**config.mk**
```make
export PLATFORM = sky130hd
export DESIGN_NAME = y86_mem_arbiter
export DESIGN_NICKNAME = d
export VERILOG_FILES = /design/src/rtl/y86_mem_arbiter.sv
export SDC_FILE = /design/constraint.sdc
export NUM_CORES = 1
export LEC_CHECK = 0
export BUFFER_PORTS_ARGS = -buffer_cell sky130_fd_sc_hd__buf_4
export CAP_MARGIN = 20
export CORE_AREA = 2 2 183 185
export CTS_CLUSTER_DIAMETER = 40
export DETAILED_ROUTE_END_ITERATION = 8
export DIE_AREA = 0 0 185 187
export PLACE_DENSITY = 0.67
export SYNTH_ARGS = -nofsm -noshare
export SYNTH_HDL_FRONTEND = slang
export SYNTH_SLANG_ARGS = --single-unit
```
**constraint.sdc**
```tcl
create_clock -name clock -period 2.8 [get_ports clock]
set_clock_uncertainty 0.2 [all_clocks]
set_input_delay 0.56 -clock clock [delete_from_list [all_inputs] [get_ports clock]]
set_output_delay 0.56 -clock clock [all_outputs]
set_load 0.01 [all_outputs]
```
**src/rtl/y86_mem_arbiter.sv**
```systemverilog
// y86_mem_arbiter: round-robin IF/DM arbiter and access sequencer
// for the shared single-port 1024 x 64 Y86 data memory.
module y86_mem_arbiter #(
  parameter int DW         = 64,
  parameter int AW         = 10,
  parameter int ADDR_LIMIT = 1024,
  parameter int MEM_LAT    = 2
) (
  input  logic          clock,
  input  logic          rst_n,
  input  logic          if_req,
  input  logic [DW-1:0] if_addr,
  output logic          if_ack,
  output logic [DW-1:0] if_rdata,
  output logic          if_err,
  input  logic          dm_req,
  input  logic          dm_we,
  input  logic [DW-1:0] dm_addr,
  input  logic [DW-1:0] dm_wdata,
  output logic          dm_ack,
  output logic [DW-1:0] dm_rdata,
  output logic          dm_err,
  output logic          mem_en,
  output logic          mem_we,
  output logic [AW-1:0] mem_addr,
  output logic [DW-1:0] mem_wdata,
  input  logic [DW-1:0] mem_rdata,
  output logic          busy
);

  typedef enum logic [1:0] {
    IDLE,
    ACCESS,
    RESP
  } state_t;

  localparam logic [DW-1:0] LIMIT    = DW'(ADDR_LIMIT);
  localparam logic [3:0]    CNT_INIT = 4'(MEM_LAT - 1);

  state_t        state;
  logic          last_gnt;
  logic          gnt;
  logic [3:0]    cnt;
  logic          pick_dm;
  logic          sel_we;
  logic          sel_bad;
  logic [DW-1:0] sel_addr;
  logic [DW-1:0] sel_wdata;
  logic [DW-1:0] rd_val;

  // Arbitration pick (last_gnt/gnt: 1 = DM) and address check
  always_comb begin
    pick_dm   = dm_req && (!if_req || !last_gnt);
    sel_addr  = pick_dm ? dm_addr : if_addr;
    sel_we    = pick_dm && dm_we;
    sel_wdata = pick_dm ? dm_wdata : '0;
    sel_bad   = (sel_addr >= LIMIT);
    rd_val    = mem_we ? '0 : mem_rdata;
  end

  assign busy = (state != IDLE);

  // Sequencer: grant, hold mem_en MEM_LAT cycles, pulse ack
  always_ff @(posedge clock or negedge rst_n) begin
    if (!rst_n) begin
      state     <= IDLE;
      last_gnt  <= 1'b0;
      gnt       <= 1'b0;
      cnt       <= '0;
      if_ack    <= 1'b0;
      if_rdata  <= '0;
      if_err    <= 1'b0;
      dm_ack    <= 1'b0;
      dm_rdata  <= '0;
      dm_err    <= 1'b0;
      mem_en    <= 1'b0;
      mem_we    <= 1'b0;
      mem_addr  <= '0;
      mem_wdata <= '0;
    end else begin
      unique case (state)
        IDLE: begin
          if (if_req || dm_req) begin
            gnt      <= pick_dm;
            last_gnt <= pick_dm;
            if (sel_bad) begin
              state <= RESP;
              if (pick_dm) begin
                dm_ack   <= 1'b1;
                dm_err   <= 1'b1;
                dm_rdata <= '0;
              end else begin
                if_ack   <= 1'b1;
                if_err   <= 1'b1;
                if_rdata <= '0;
              end
            end else begin
              state     <= ACCESS;
              mem_en    <= 1'b1;
              mem_we    <= sel_we;
              mem_addr  <= sel_addr[AW-1:0];
              mem_wdata <= sel_wdata;
              cnt       <= CNT_INIT;
            end
          end
        end
        ACCESS: begin
          if (cnt == 4'd0) begin
            state  <= RESP;
            mem_en <= 1'b0;
            mem_we <= 1'b0;
            if (gnt) begin
              dm_ack   <= 1'b1;
              dm_rdata <= rd_val;
            end else begin
              if_ack   <= 1'b1;
              if_rdata <= rd_val;
            end
          end else begin
            cnt <= cnt - 4'd1;
          end
        end
        RESP: begin
          state  <= IDLE;
          if_ack <= 1'b0;
          if_err <= 1'b0;
          dm_ack <= 1'b0;
          dm_err <= 1'b0;
        end
        default: state <= IDLE;
      endcase
    end
  end

endmodule

```
==> results of run 1 <==
-- final cells by class --
type	count	area, um2
fillers	3127	17300
repair buffers	510	4010
flip-flops and latches	215	5380
clock inverters	24	282
well taps	448	561
multi-input cells	670	4000
inverters	68	255
clock buffers	43	1020
-- power by group through the flow --
stage | Clock [mW] | Combinational, mW | Sequential, mW
final | 4.65 | 0.794 | 3.18
after global routing | 4.90 | 0.868 | 3.18
after CTS | 4.75 | 0.809 | 3.18
after detailed placement | 0 | 0.805 | 3.23
after global placement | 0 | 0.798 | 3.23
after floorplan | 0 | 0.268 | 3.22
-- state kept, by name, indices dropped and copies added (netlist names), 2 cells and up --
signal and cells:
mem_addr 10, if_rdata 64, cnt 4, state 2, dm_rdata 64, mem_wdata 64
-- worst min path at each step --
stage / to / slack [ps]
6_report: mem_wdata[15]$_DFFE_PN0P_ / 110
3_5_place_dp: mem_addr[0]$_DFFE_PN0P_ / 280
4_1_cts: mem_wdata[12]$_DFFE_PN0P_ / 90
5_1_grt: mem_wdata[35]$_DFFE_PN0P_ / 90
2_1_floorplan: cnt[0]$_DFFE_PN0P_ / 60
3_3_place_gp: mem_addr[0]$_DFFE_PN0P_ / 270
-- tightest hold or removal path, cell delays in order --
cell and delay, ps:
buf_4 110, nand2_1 40, mux2i_1 50
-- synthesized netlist by cell type (all sizes together) (2+ instances only) --
cell / instances / share of area (%)
or3: 2 / 0.13
xor2: 2 / 0.18
o21ai: 132 / 6.6
inv: 68 / 2.6
nand2b: 4 / 0.25
a21oi: 7 / 0.35
dfrtp: 215 / 54
nor3b: 2 / 0.20
mux2: 10 / 1.1
nand2: 234 / 8.8
clkbuf: 57 / 2.1
nor4: 26 / 1.6
nor3: 6 / 0.55
mux2i: 64 / 6.4
a22oi: 128 / 9.6
a31oi: 4 / 0.25
nor2: 15 / 0.59
o221ai: 2 / 0.18
ha: 2 / 0.25
buf: 19 / 1.7
nor2b: 2 / 0.13
nand4: 6 / 0.38
nand3b: 4 / 0.30
o22ai: 2 / 0.13
-- cell families (layout without fill, tap and decap cells) --
kind of cell	count (synthesis)	after routing	synth area share, %
AO/OA/AOI/OAI	286	286	18.3
XOR/XNOR	2	2	0.176
adder cells (fa/ha/maj)	2	2	0.251
buffers and inverters	144	645	6.43
flip-flops	215	215	54.0
multiplexers	74	74	7.56
AND/OR/NAND/NOR	306	306	13.3
-- per-stage QoR --
step | hold slack, ps | util (%) | power (mW) | setup TNS (ps)
4_1_cts | 85.4 | 47.2 | 8.73 | 0
6_report | 106 | 47.2 | 8.62 | 0
3_5_place_dp | 277 | 43.2 | 4.03 | -1230
5_1_grt | 93.2 | 47.2 | 8.95 | 0
2_1_floorplan | 64.4 | - | 3.49 | 0
3_3_place_gp | 270 | 43.2 | 4.03 | -322
-- layer usage --
layer / wire [um] / share of wire, %
met2: 17800 / 50
met3: 3170 / 8.8
met4: 761 / 2.1
met5: 0 / 0
met1: 14200 / 39
==> out/metrics.yaml, run 1 <==
worstSetupPathType: "reg -> out"
hold_viol: 0
setup_viol: 0
required_ps: 2040
holdPathStages: 3
r2r_end: "dm_rdata[8]$_DFFE_PN0P_"
critPathBufInv: 2
grt_busiest_layer: "met2"
tritoncts: "built"
cts-htree-levels: 2
timing.rr.start: "cnt[0]$_DFFE_PN0P_"
setup_ws_ps: 365
critPathSlowestCell: "dfrtp_1"
fin_crit_sh_pct: 87.0
pre_cts_ws_ps: -67.0
drv_cap: 0
max_slew_margin_pct: 62.4
first_pass_iters: 5
mostFrequentLayoutCells: "494 x buf_4, 234 x nand2_1, 215 x dfrtp_1"
placed_cell_area_um2: 14200
p_leak_nw: 7.30
synth-edff-count: 0
cts_hold_buffers: 1
syn_inst: 1029
synth_cell_types: 48
grt.total_usage_pct: 20.0
antenna_found_initial: 0
cp.arrival_ps: 1670
post_cts_resized: 0
cp-endpoint: "busy"
path_max_fanout: 13
cts-root-buf: "clkbuf_16"
final_common_cell: "buf_4"
swShare_pct: 24.2
synth_fp_nets: 1292
grt_max_degree: 67
p_per_area_nw_per_um2: 556
final_cells: 1978
tightestPinTransition_ps: 564
irDropWorstVdd_mv: 0.349
crit_path_start_kind: "flip-flop"
final_antenna_net_count: 0
switchingPower_mw: 2.09
avgRoutedWirePerCell_um: 18.1
crit_cells: 3
num-nets-final: 1765
path_clk_slew_ps: 60
core-area_um2: 32900
cts_setup_buffers: 0
post-place-cells: 1910
grtUsageMet1_pct: 24.7
start_util_pct: 30.3
synth_warnings: 0
pwr-share-clk_pct: 53.9
avgViaCountPerCell: 4.87
clock_latency_ps: 500
pwr-share-seq_pct: 36.8
finalMaxSlewViolations: 0
routed_wl_mm: 35.9
yosysSeqAreaShare_pct: 54.0
syn_area_per_cell_um2: 9.68
holdCritStartpoint: "dm_wdata[15]"
dr_total_vias: 9633
hpwl_mm: 25.0
io_pins: 470
syn_area_um2: 9960
die_w_um: 185
crit_family: "flip-flops"
drc_errors: 0
grt_pass1_vias: 9707
port_buffers: 469
die_h_um: 187
rows: 67
fin_area_um2: 15500
synth_seq_cells: 215
min_period_ps: 2430
num_antenna_cells: 0
worstRegToRegCells: 8
gp_congestion: 0.810
setup.worst_path.end_class: "output pin"
synth_top_flop_cell: "dfrtp_1"
dr.first_iter.drc_count: 533
clk_path_buf_depth: 3
use_met3_pct: 5.47
area_growth_pct: 55.7
comb_power_share_pct: 9.2
grt_pass1_wl_mm: 54.8
cp_slowest_stage_delay_ps: 510
status: "completed"
max_freq_mhz: 411
power.internal_mw: 6.53
critPathLaunch: "state[0]$_DFFE_PN0P_"
cp_cell_sequence: "nor2_2 > inv_1 > buf_4"
clock-sinks: 215
async_reset_ff_share_pct: 100
reg2reg_slack_ps: 430
drive_gt1_share_pct: 39.2
rsz0062_at_grt: "no"
grtUsageMet2_pct: 34.3
grt_remaining_overflow: 0
die_area_um2: 34600
hold_class: "in -> reg"
cts_inserted_buffers: 37
Power figures use the tool's default switching activity.
==> run 2: changes to the inputs <==
GPL_ROUTABILITY_DRIVEN = 0   (was unset)
HOLD_SLACK_MARGIN = 0.03   (was unset)
clock period = 2.59 ns   (was 2.8 ns; I/O delays follow)
==> out/metrics.yaml, run 2 (same netlist as run 1, synthesis figures left out) <==
crit_family: "compound AO/OA/AOI/OAI gates"
io_pins: 470  # unchanged
grt_pass1_wl_mm: 55.9  # +1.9%
route.met3.wl_mm: 3.18  # +0.13%
swShare_pct: 24.5  # +0.31 points
top_layer_used: "met4"
switchingPower_mw: 2.33  # +12%
wl_met2_mm: 17.7  # -0.26%
grt_pass1_vias: 10000  # +3.4%
grt_max_degree: 76  # +13%
post_cts_resized: 0  # unchanged
required_ps: 2750  # +710 ps
power.internal_mw: 7.18  # +9.9%
final_common_cell: "buf_4"
wl_met1_mm: 14.5  # +2.5%
start_util_pct: 30.3  # unchanged
regArea_um2: 5380  # unchanged
multi_input_area_um2: 4000  # unchanged
clock_latency_ps: 510  # about the same
num-nets-final: 1780  # +0.85%
grt_remaining_overflow: 0  # unchanged
cts_inserted_buffers: 39  # +5.4%
cts-htree-levels: 2  # unchanged
drc_errors: 0  # unchanged
tritoncts: "built"
max_freq_mhz: 435
reg.largest.list: "dm_rdata: 64 flops, if_rdata: 64 flops, mem_wdata: 64 flops"
first_pass_iters: 5  # unchanged
rows: 67  # unchanged
num_antenna_cells: 0  # unchanged
avgViaCountPerCell: 4.85  # -0.47%
finalMaxSlewViolations: 0  # unchanged
cp_cell_sequence: "inv_1 > ha_1 > nor3b_2 > nand3b_1 > a21o_2 > buf_12 > a22oi_1 > o21ai_0"
die_w_um: 185  # unchanged
cp.arrival_ps: 2460  # +790 ps
critPathBufInv: 2  # unchanged
max_slew_margin_pct: 68.2  # +5.8 points
pwr-share-seq_pct: 36.1  # -0.7 points
clk_path_buf_depth: 3  # unchanged
die_area_um2: 34600  # unchanged
rsz0062_at_grt: "no"
area_growth_pct: 57.3
drive_gt1_share_pct: 39.9  # +0.67 points
irDropWorstVdd_mv: 0.599  # +71%
status: "completed"
core-area_um2: 32900  # unchanged
nFillCells: 3069  # -1.9%
tightestPinTransition_ps: 476  # -87.6 ps
antenna_found_initial: 0  # unchanged
setup.worst_path.end_class: "flip-flop"
clock-sinks: 215  # unchanged
tns_ps: 0  # unchanged
fin_crit_sh_pct: 88.7
critPathSlowestCell: "dfrtp_1"
mostFrequentLayoutCells: "506 x buf_4, 234 x nand2_1, 215 x dfrtp_1"
grt.total_usage_pct: 20.3  # +0.36 points
hold_class: "in -> reg"
dr_total_vias: 9670  # +0.38%
cp_slowest_stage_delay_ps: 390  # -120 ps
setup_viol: 0  # unchanged
die_h_um: 187  # unchanged
cts-root-buf: "clkbuf_16"
comb_power_share_pct: 9.2  # about the same
pwr-share-clk_pct: 54.7  # +0.8 points
p_per_area_nw_per_um2: 607  # +9.2%
worstSetupPathType: "reg -> reg"
fin_area_um2: 15700  # +1.0%
p_leak_nw: 7.40  # +1.3%
port_buffers: 469  # unchanged
avgRoutedWirePerCell_um: 18.4  # +1.3%
min_period_ps: 2300
hpwl_mm: 25.8  # +3.1%
placed_cell_area_um2: 14300  # +0.78%
path_max_fanout: 64  # +51
final_antenna_net_count: 0  # unchanged
hold_viol: 0  # unchanged
routed_wl_mm: 36.6  # +2.1%
drv_cap: 0  # unchanged
crit_path_start_kind: "flip-flop"
path_clk_slew_ps: 60  # about the same
dr.first_iter.drc_count: 491  # -7.9%
run 2: worst paths after layout:
check	from	to	slack (ps)	cells past startpoint
setup / recovery	cnt[0]$_DFFE_PN0P_	if_rdata[42]$_DFFE_PN0P_	290	8
setup reg to reg	cnt[0]$_DFFE_PN0P_	if_rdata[42]$_DFFE_PN0P_	290	8
hold reg to reg	mem_addr[0]$_DFFE_PN0P_	mem_addr[0]$_DFFE_PN0P_	280	1
max in group asynchronous	rst_n	cnt[3]$_DFFE_PN0P_	1200	3
min in group asynchronous	rst_n	if_rdata[55]$_DFFE_PN0P_	310	2
hold / removal	mem_rdata[23]	dm_rdata[23]$_DFFE_PN0P_	60	3
run 2: metal layers:
metal	vias up	track usage, %
met5	-	0
met4	0	7.08
met3	77	5.76
met2	386	34.7
met1	4638	24.4
li1	4569	-
run 2: area by class of cell:
| cell class | count | area share, % |
|---|---|---|
| flip-flops and latches | 215 | 34.3 |
| inverters | 68 | 1.63 |
| multi-input cells | 670 | 25.5 |
| well taps | 448 | 3.58 |
| clock inverters | 28 | 1.88 |
| repair buffers | 523 | 26.3 |
| clock buffers | 43 | 6.72 |
run 2: stage by stage:
stage                     total power, mW  setup slack [ps]  hold WS [ps]  cells  util (%)
final                                9.51               292          57.9   1995      47.7
after global routing                 9.85               134          46.5   1995      47.7
after CTS                            9.63               303          31.6   1995      47.7
after global placement               4.36              -112           248   1923      43.6
after detailed placement             4.37              -161           251   1923      43.6
after floorplan                      3.77               234          22.4   1029         -
run 2: power groups by stage:
stage	Clock (mW)	Combinational (mW)	Sequential, mW
CTS	5.31	0.886	3.43
global route	5.46	0.950	3.44
finish	5.21	0.872	3.43
floorplan	0	0.290	3.48
detailed placement	0	0.880	3.49
global placement	0	0.871	3.49
run 2: worst register-to-register path, cell delays in order, from the launching register on:
cell,delay (ps)
dfrtp_1,390
inv_1,100
ha_1,150
nor3b_2,250
nand3b_1,220
a21o_2,270
buf_12,180
a22oi_1,310
o21ai_0,110
run 2: repair_timing:
item / CTS / global route
hold buffers: 1 / 0
hold endpoints to repair: 37 / 0
setup buffers: 0 / 0
==> run 3: changes to the inputs <==
CORE_AREA = 2 2 181 183   (was 2 2 183 185)
DIE_AREA = 0 0 183 185   (was 0 0 185 187)
PLACE_DENSITY = 0.68   (was 0.67)
clock period = 3 ns   (was 2.59 ns; I/O delays follow)
==> out/metrics.yaml, run 3 (same netlist as run 1, synthesis figures left out) <==
pre_cts_ws_ps: 28.7  # +190 ps
nFillCells: 2960  # -3.6%
rsz0062_at_grt: "no"
cp-endpoint: "dm_rdata[35]$_DFFE_PN0P_"
area_growth_pct: 55.7
clock_latency_ps: 500  # about the same
r2r_end: "dm_rdata[35]$_DFFE_PN0P_"
hpwl_mm: 25.1  # -2.9%
tritoncts: "built"
irDropWorstVdd_mv: 0.357  # -40%
grt_pass1_wl_mm: 55.9  # about the same
start_util_pct: 31.1  # +0.78 points
cts-htree-levels: 2  # unchanged
cp.arrival_ps: 2790  # +330 ps
num-nets-final: 1766  # -0.79%
critPathSlowestCell: "dfrtp_1"
die_area_um2: 33900  # -2.1%
core-area_um2: 32000  # -2.5%
timing.rr.start: "gnt$_DFFE_PN0P_"
reg2reg_slack_ps: 410  # +120 ps
cts-root-buf: "clkbuf_16"
setup.worst_path.end_class: "flip-flop"
clk_path_buf_depth: 3  # unchanged
num_antenna_cells: 0  # unchanged
p_leak_nw: 7.33  # -0.96%
post_cts_resized: 0  # unchanged
io_pins: 470  # unchanged
final_common_cell: "buf_4"
clock-sinks: 215  # unchanged
worstSetupPathType: "reg -> reg"
setup_viol: 0  # unchanged
tns_ps: 0  # unchanged
path_max_fanout: 128  # +100%
avgViaCountPerCell: 5.01  # +3.4%
fin_crit_sh_pct: 86.2  # -2.5 points
routed_wl_mm: 36.6  # -0.14%
max_freq_mhz: 386  # -11%
grt.total_usage_pct: 20.9  # +0.56 points
mostFrequentLayoutCells: "493 x buf_4, 234 x nand2_1, 215 x dfrtp_1"
die_w_um: 183  # -1.1%
die_h_um: 185  # -1.1%
grt_max_degree: 129  # +70%
reg.largest.list: "dm_rdata: 64 flops, if_rdata: 64 flops, mem_wdata: 64 flops"
final_antenna_net_count: 0  # unchanged
cp_cell_sequence: "a21bo_2 > nor3_2 > buf_4 > o21ai_4 > buf_12 > o21ai_0"
dr.first_iter.drc_count: 629  # +28%
port_buffers: 469  # unchanged
path_clk_slew_ps: 50  # about the same
first_pass_iters: 5  # unchanged
timing.hold.ws_ps: 146  # +88.3 ps
antenna_found_initial: 0  # unchanged
rows: 66  # -1.5%
grt_remaining_overflow: 0  # unchanged
drive_gt1_share_pct: 39.1  # -0.74 points
critPathLaunch: "gnt$_DFFE_PN0P_"
avgRoutedWirePerCell_um: 18.8  # +2.6%
grt_pass1_vias: 10000  # -0.040%
cts_inserted_buffers: 39  # unchanged
cp_slowest_stage_delay_ps: 490  # +100 ps
p_per_area_nw_per_um2: 529  # -13%
hold_viol: 0  # unchanged
required_ps: 3200  # +450 ps
drc_errors: 0  # unchanged
worstRegToRegCells: 6  # -2
min_period_ps: 2590  # +289 ps
tightestPinTransition_ps: 650  # +174 ps
dr_total_vias: 9725  # +0.57%
holdCritStartpoint: "dm_wdata[58]"
setup_ws_ps: 413  # +121 ps
drv_cap: 0  # unchanged
crit_path_start_kind: "flip-flop"
cts_setup_buffers: 0  # unchanged
max_slew_margin_pct: 56.7  # -12 points
finalMaxSlewViolations: 0  # unchanged
hold_class: "in -> reg"
status: "completed"
-- run 3: worst min-delay path by stage --
stage	slack (ps)	endpoint	cells past startpoint
after floorplan	100	cnt[0]$_DFFE_PN0P_	0
final	150	mem_wdata[58]$_DFFE_PN0P_	3
after global routing	140	if_rdata[35]$_DFFE_PN0P_	3
after global placement	270	mem_addr[8]$_DFFE_PN0P_	1
after detailed placement	280	mem_addr[0]$_DFFE_PN0P_	1
after CTS	130	if_rdata[56]$_DFFE_PN0P_	3
-- run 3: what timing repair did --
| action | CTS | global route |
|---|---|---|
| hold buffers | 1 | 0 |
| hold endpoints to repair | 58 | 0 |
| setup endpoints to repair | 0 | 0 |
-- run 3: final cells by class --
type / count / area, um2 / share of cell area, %
flip-flops and latches: 215 / 5380 / 34.7
repair buffers: 509 / 4010 / 25.8
multi-input cells: 670 / 4000 / 25.8
clock buffers: 50 / 1120 / 7.22
well taps: 408 / 510 / 3.29
inverters: 68 / 255 / 1.65
clock inverters: 21 / 235 / 1.52
-- run 3: metrics by stage --
stage               cell area [um2]  instances  power, mW  util (%)
floorplan                      9960       1029       3.26         -
global placement              14100       1869       3.77      44.1
detailed placement            14100       1869       3.77      44.1
CTS                           15500       1941       8.31      48.4
global route                  15500       1941       8.51      48.4
finish                        15500       1941       8.20      48.4
-- run 3: metal layers --
| layer | GRT usage [%] | up-vias | share of wire (%) |
|---|---|---|---|
| met5 | 0 | - | 0 |
| met4 | 5.76 | 0 | 1.9 |
| met3 | 5.49 | 52 | 8.2 |
| met2 | 37.2 | 413 | 51 |
| met1 | 25.0 | 4718 | 39 |
| li1 | - | 4542 | - |
-- run 3: worst max-delay path: cells and delay by family (launching register included) --
family                 cells  cell delay, ps
and+or+nand+nor            1             390
DFF                        1             490
AOI/OAI and AO/OA          3             780
buffers and inverters      2             420
-- run 3: where the power goes --
part	internal [mW]	leakage (nW)	switching, mW
Sequential	2.93	2.64	0.0366
Combinational	0.359	4.03	0.391
Clock	2.98	0.654	1.50
